<file path="config.mk">
export PLATFORM = sky130hd
export DESIGN_NAME = imm_split_encoder
export DESIGN_NICKNAME = d
export VERILOG_FILES = /design/src/rtl/imm_split_encoder.sv
export SDC_FILE = /design/constraint.sdc
export NUM_CORES = 1
export LEC_CHECK = 0
export ABC_CLOCK_PERIOD_IN_PS = 1900
export BUFFER_PORTS_ARGS = -buffer_cell sky130_fd_sc_hd__buf_2
export CORE_AREA = 3 3 95 70
export DETAILED_ROUTE_END_ITERATION = 10
export DIE_AREA = 0 0 98 73
export GPL_TIMING_DRIVEN = 0
export PLACE_DENSITY_LB_ADDON = 0.05
export SLEW_MARGIN = 40
export SYNTH_ARGS = -nofsm -noshare
export SYNTH_HDL_FRONTEND = slang
export SYNTH_SLANG_ARGS = --single-unit
</file>
<file path="constraint.sdc">
create_clock -name clk -period 1.9 [get_ports clk]
set_clock_uncertainty 0.1 [all_clocks]
set_input_delay 0.19 -clock clk [delete_from_list [all_inputs] [get_ports clk]]
set_output_delay 0.19 -clock clk [all_outputs]
set_load 0.01 [all_outputs]
</file>
<file path="src/rtl/imm_split_encoder.sv">
// imm_split_encoder: packs 32-bit constants into one or two 18-bit immediate beats.
// Saturating beat statistics are built only when IMM_STATS_EN is defined.
module imm_split_encoder (
  input  logic        clk,
  input  logic        rst,
  input  logic        in_valid,
  output logic        in_ready,
  input  logic [31:0] in_value,
  input  logic        in_u,
  output logic        out_valid,
  input  logic        out_ready,
  output logic [17:0] out_imm,
  output logic [1:0]  out_kind,
  output logic        out_u,
  output logic        out_last,
  output logic [15:0] stat_single,
  output logic [15:0] stat_split
);

  typedef enum logic [1:0] {StIdle, StSingle, StHigh, StLow} state_e;

  state_e      r_state;
  state_e      w_state_d;
  logic [31:0] r_value;
  logic        r_u;
  logic        w_fit;
  logic        w_accept;
  logic        w_out_hs;

  assign w_fit    = in_u ? (in_value[31:18] == 14'd0)
                         : (in_value[31:18] == {14{in_value[17]}});
  assign w_out_hs = out_valid & out_ready;
  // A final-beat handshake frees the block, so a new constant can be taken that same cycle.
  assign in_ready = (r_state == StIdle) | (w_out_hs & out_last);
  assign w_accept = in_valid & in_ready;

  always_ff @(posedge clk) begin
    if (rst) begin
      r_state <= StIdle;
      r_value <= '0;
      r_u     <= 1'b0;
    end else begin
      r_state <= w_state_d;
      if (w_accept) begin
        r_value <= in_value;
        r_u     <= in_u;
      end
    end
  end

  always_comb begin
    w_state_d = r_state;
    unique case (r_state)
      StIdle:          if (w_accept) w_state_d = w_fit ? StSingle : StHigh;
      StHigh:          if (out_ready) w_state_d = StLow;
      StSingle, StLow: if (out_ready) w_state_d = w_accept ? (w_fit ? StSingle : StHigh) : StIdle;
      default:         w_state_d = StIdle;
    endcase
  end

  always_comb begin
    out_valid = 1'b1;
    out_kind  = 2'b00;
    out_imm   = r_value[17:0];
    out_u     = 1'b1;
    out_last  = 1'b1;
    unique case (r_state)
      StIdle: begin
        out_valid = 1'b0;
        out_imm   = '0;
        out_u     = 1'b0;
        out_last  = 1'b0;
      end
      StSingle: out_u = r_u;
      StHigh: begin
        out_kind = 2'b01;
        out_imm  = {4'b0000, r_value[31:18]};
        out_last = 1'b0;
      end
      StLow:   out_kind = 2'b10;
      default: out_valid = 1'b0;
    endcase
  end

`ifdef IMM_STATS_EN
  logic [15:0] r_stat_single;
  logic [15:0] r_stat_split;

  always_ff @(posedge clk) begin
    if (rst) begin
      r_stat_single <= '0;
      r_stat_split  <= '0;
    end else begin
      if (w_out_hs && (r_state == StSingle) && (r_stat_single != 16'hFFFF)) begin
        r_stat_single <= r_stat_single + 16'd1;
      end
      if (w_out_hs && (r_state == StLow) && (r_stat_split != 16'hFFFF)) begin
        r_stat_split <= r_stat_split + 16'd1;
      end
    end
  end

  assign stat_single = r_stat_single;
  assign stat_split  = r_stat_split;
`else
  assign stat_single = '0;
  assign stat_split  = '0;
`endif

endmodule
</file>
==> impl_metrics.env <==
export IMPL_status="finished clean"
export IMPL_yosys_top_cells_area="dfxtp_1 35%, nand2_1 16%, buf_4 12%, a21oi_2 6.6%, buf_6 5.1%"
export IMPL_ys_top_cells_by_count="83 x nand2_1, 35 x dfxtp_1, 32 x buf_4, 18 x a21oi_1"
export IMPL_yosys_area_top_type="dfxtp_1"
export IMPL_io_pins=93
export IMPL_holdPathEnd="r_value[15]"
export IMPL_synth_top_area_share_pct=35.2
export IMPL_synth_cell_types=27
export IMPL_synth_seq_area_share_pct=35.2
export IMPL_nNetsFinal=394
export IMPL_core_mm2=0.00573
export IMPL_ys_ff_latch=35
export IMPL_grt_ovfl_total=0
export IMPL_setup_violations=0
export IMPL_die_h_um=73
export IMPL_cp_end_kind="output port"
export IMPL_synth_most_common_cell="nand2_1"
export IMPL_path_clk_slew_ps=70
export IMPL_gp_congestion=0.817
export IMPL_met3_usage_pct=4.49
export IMPL_ff2ff_path_depth=7
export IMPL_initial_core_util_pct=34.7
export IMPL_grt_pass1_wl_um=8320
export IMPL_worst_slew_pin_slew_ps=706
export IMPL_hold_class="in -> reg"
export IMPL_yosys_warnings=0
export IMPL_p_leak_nw=1.21
export IMPL_worstReg2RegEnd="r_value[23]"
export IMPL_avgSynthCellArea_um2=7.62
export IMPL_p_per_area_mw_per_mm2=796
export IMPL_drcViolationCount=0
export IMPL_finalWirelength_um=5310
export IMPL_min_path_cells=3
export IMPL_regToRegSetupSlack_ps=200
export IMPL_die_x_um=98
export IMPL_finalCritPeriodShare_pct=92.4
export IMPL_post_cts_buffers=0
export IMPL_first_global_vias=1688
export IMPL_grt_use_total_pct=14.7
export IMPL_worst_path_max_fanout=10
export IMPL_antennaDiodeCount=0
export IMPL_start_kind="flop"
export IMPL_hold_path_startpoint="in_value[15]"
export IMPL_fp_dieArea_mm2=0.00715
export IMPL_grt_use_met2_pct=21.9
export IMPL_syn_to_final_growth_pct=30.7
export IMPL_multi_input_area_mm2=0.00102
export IMPL_rows=23
export IMPL_cts_buffer_depth=2
export IMPL_final_cell_area_mm2=0.00260
export IMPL_h_tree_depth=2
export IMPL_grt_max_degree=20
export IMPL_tritoncts="yes"
export IMPL_rsz0062_at_grt="false"
export IMPL_dpl_hpwl_um=4170
export IMPL_yosys_most_used_dff="dfxtp_1"
export IMPL_crit_arrival_ps=1460
export IMPL_postSynthCellCount=261
export IMPL_dr_first_iter_drc_count=64
export IMPL_io_buffers=59
export IMPL_cts_sink_count=35
export IMPL_via_per_inst=4.18
export IMPL_slew_viol_final=0
export IMPL_drive_gt1_share_pct=39.7
export IMPL_clock_latency_ps=280
export IMPL_async_flop_share_pct=0
export IMPL_cap_violations=0
export IMPL_via_count=1811
export IMPL_fillers=605
export IMPL_worst_endpoint_required_ps=1610
export IMPL_routedWlPerCell_um=12.3
export IMPL_seq_area_um2=701
export IMPL_design_power_total_mw=2.07
export IMPL_cts_root_buf="clkbuf_8"
export IMPL_dr_pass1_iters=4
export IMPL_vdd_drop_max_v=0.000321
export IMPL_syn_area_mm2=0.00199
export IMPL_cts_buffers=5
export IMPL_period_needed_ps=1750
export IMPL_synth_edf_count=0
export IMPL_utilization_pct=45.4
export IMPL_worstSetupPathType="reg -> out"
export IMPL_grt_use_met1_pct=21.1
export IMPL_top_usage_layer="met2"
export IMPL_max_freq_mhz=570
export IMPL_dpl_cell_area_mm2=0.00249
export IMPL_final_hold_violation_count=0
export IMPL_detail_route_antenna_nets=0
export IMPL_slew_headroom_pct=52.9
export IMPL_grt_antenna_before_repair=0
kinds of logic (layout without fill, tap and decap cells):
kind of cell           after synthesis  after routing  share of synthesized area, %
and+or+nand+nor                    119            119                          27.1
buffers and inverters               52            118                          19.3
other                                1             32                         0.189
DFF                                 35             35                          35.2
muxes                                1              1                         0.566
AOI/OAI and AO/OA                   53             53                          17.7
registers in the layout, summed over array words and instances, names as in the netlist, named ones only:
register	cells
r_u	1
r_state	1
r_value	32
layer usage:
| layer | wire (um) | vias up |
|---|---|---|
| met5 | 0 | - |
| met4 | 31 | 0 |
| met3 | 369 | 4 |
| met2 | 2160 | 55 |
| met1 | 2750 | 777 |
| li1 | - | 975 |
metrics by stage:
step	cells	setup WS, ps	hold WS [ps]	setup TNS (ps)
floorplan	292	350	217	0
global placement	426	-6.88	333	-7.67
detailed placement	426	13.6	336	0
CTS	433	32.3	36.6	0
global route	433	24.2	51.1	0
finish	433	145	44.0	0
report_power, final:
| group | switching [mW] | total, mW | leakage [nW] | internal (mW) |
|---|---|---|---|---|
| Clock | 0.262 | 0.593 | 0.0515 | 0.331 |
| Sequential | 0.0405 | 0.849 | 0.287 | 0.808 |
| Combinational | 0.357 | 0.626 | 0.874 | 0.269 |
area by class of cell:
| cell class | count | share of cell area [%] |
|---|---|---|
| multi-input combinational | 205 | 39.3 |
| timing repair buffer | 59 | 11.4 |
| clock buffer | 8 | 3.85 |
| buffer | 50 | 14.8 |
| inverter | 1 | 0.144 |
| tap | 75 | 3.61 |
| sequential | 35 | 27.0 |
worst max path at each step:
stage	cells after the start	end	start
floorplan	8	r_u	flop
global route	5	out_imm[1]	r_state[0]
CTS	5	out_imm[1]	r_state[0]
detailed placement	5	out_imm[13]	r_state[0]
finish	5	out_imm[7]	r_state[0]
global placement	5	out_imm[13]	r_state[0]
layout by cell type (no fill, tap or decap):
master	count
nand2_1	83
buf_2	60
dfxtp_1	35
buf_4	32
conb_1	32
a21oi_1	18
a21oi_2	15
nand2_2	15
o21ai_0	14
buf_6	9
clkbuf_1	7
clkbuf_8	7
and2_1	5
nand4_1	3
nor4_1	3
clkbuf_4	2
nor2_1	2
and4_1	2
nor2b_1	2
nand3b_1	2
inv_1	1
or2_1	1
a21boi_4	1
a21bo_1	1
o32ai_1	1
nor3_1	1
mux2_2	1
o22ai_1	1
o31a_1	1
o31ai_1	1
worst max-delay path: stages (launching register included):
cell      delay (ps)
dfxtp_1          380
clkbuf_4         220
buf_2            240
nand2_1           70
o21ai_0          100
buf_2            180
timing repair:
item,in CTS,in global routing
pin swaps,0,0
cloned,0,0
endpoints found under the setup margin,16,14
gates resized for setup,3,5
hold endpoints to repair,0,0
hold buffers,0,0
Power figures use the tool's default switching activity.
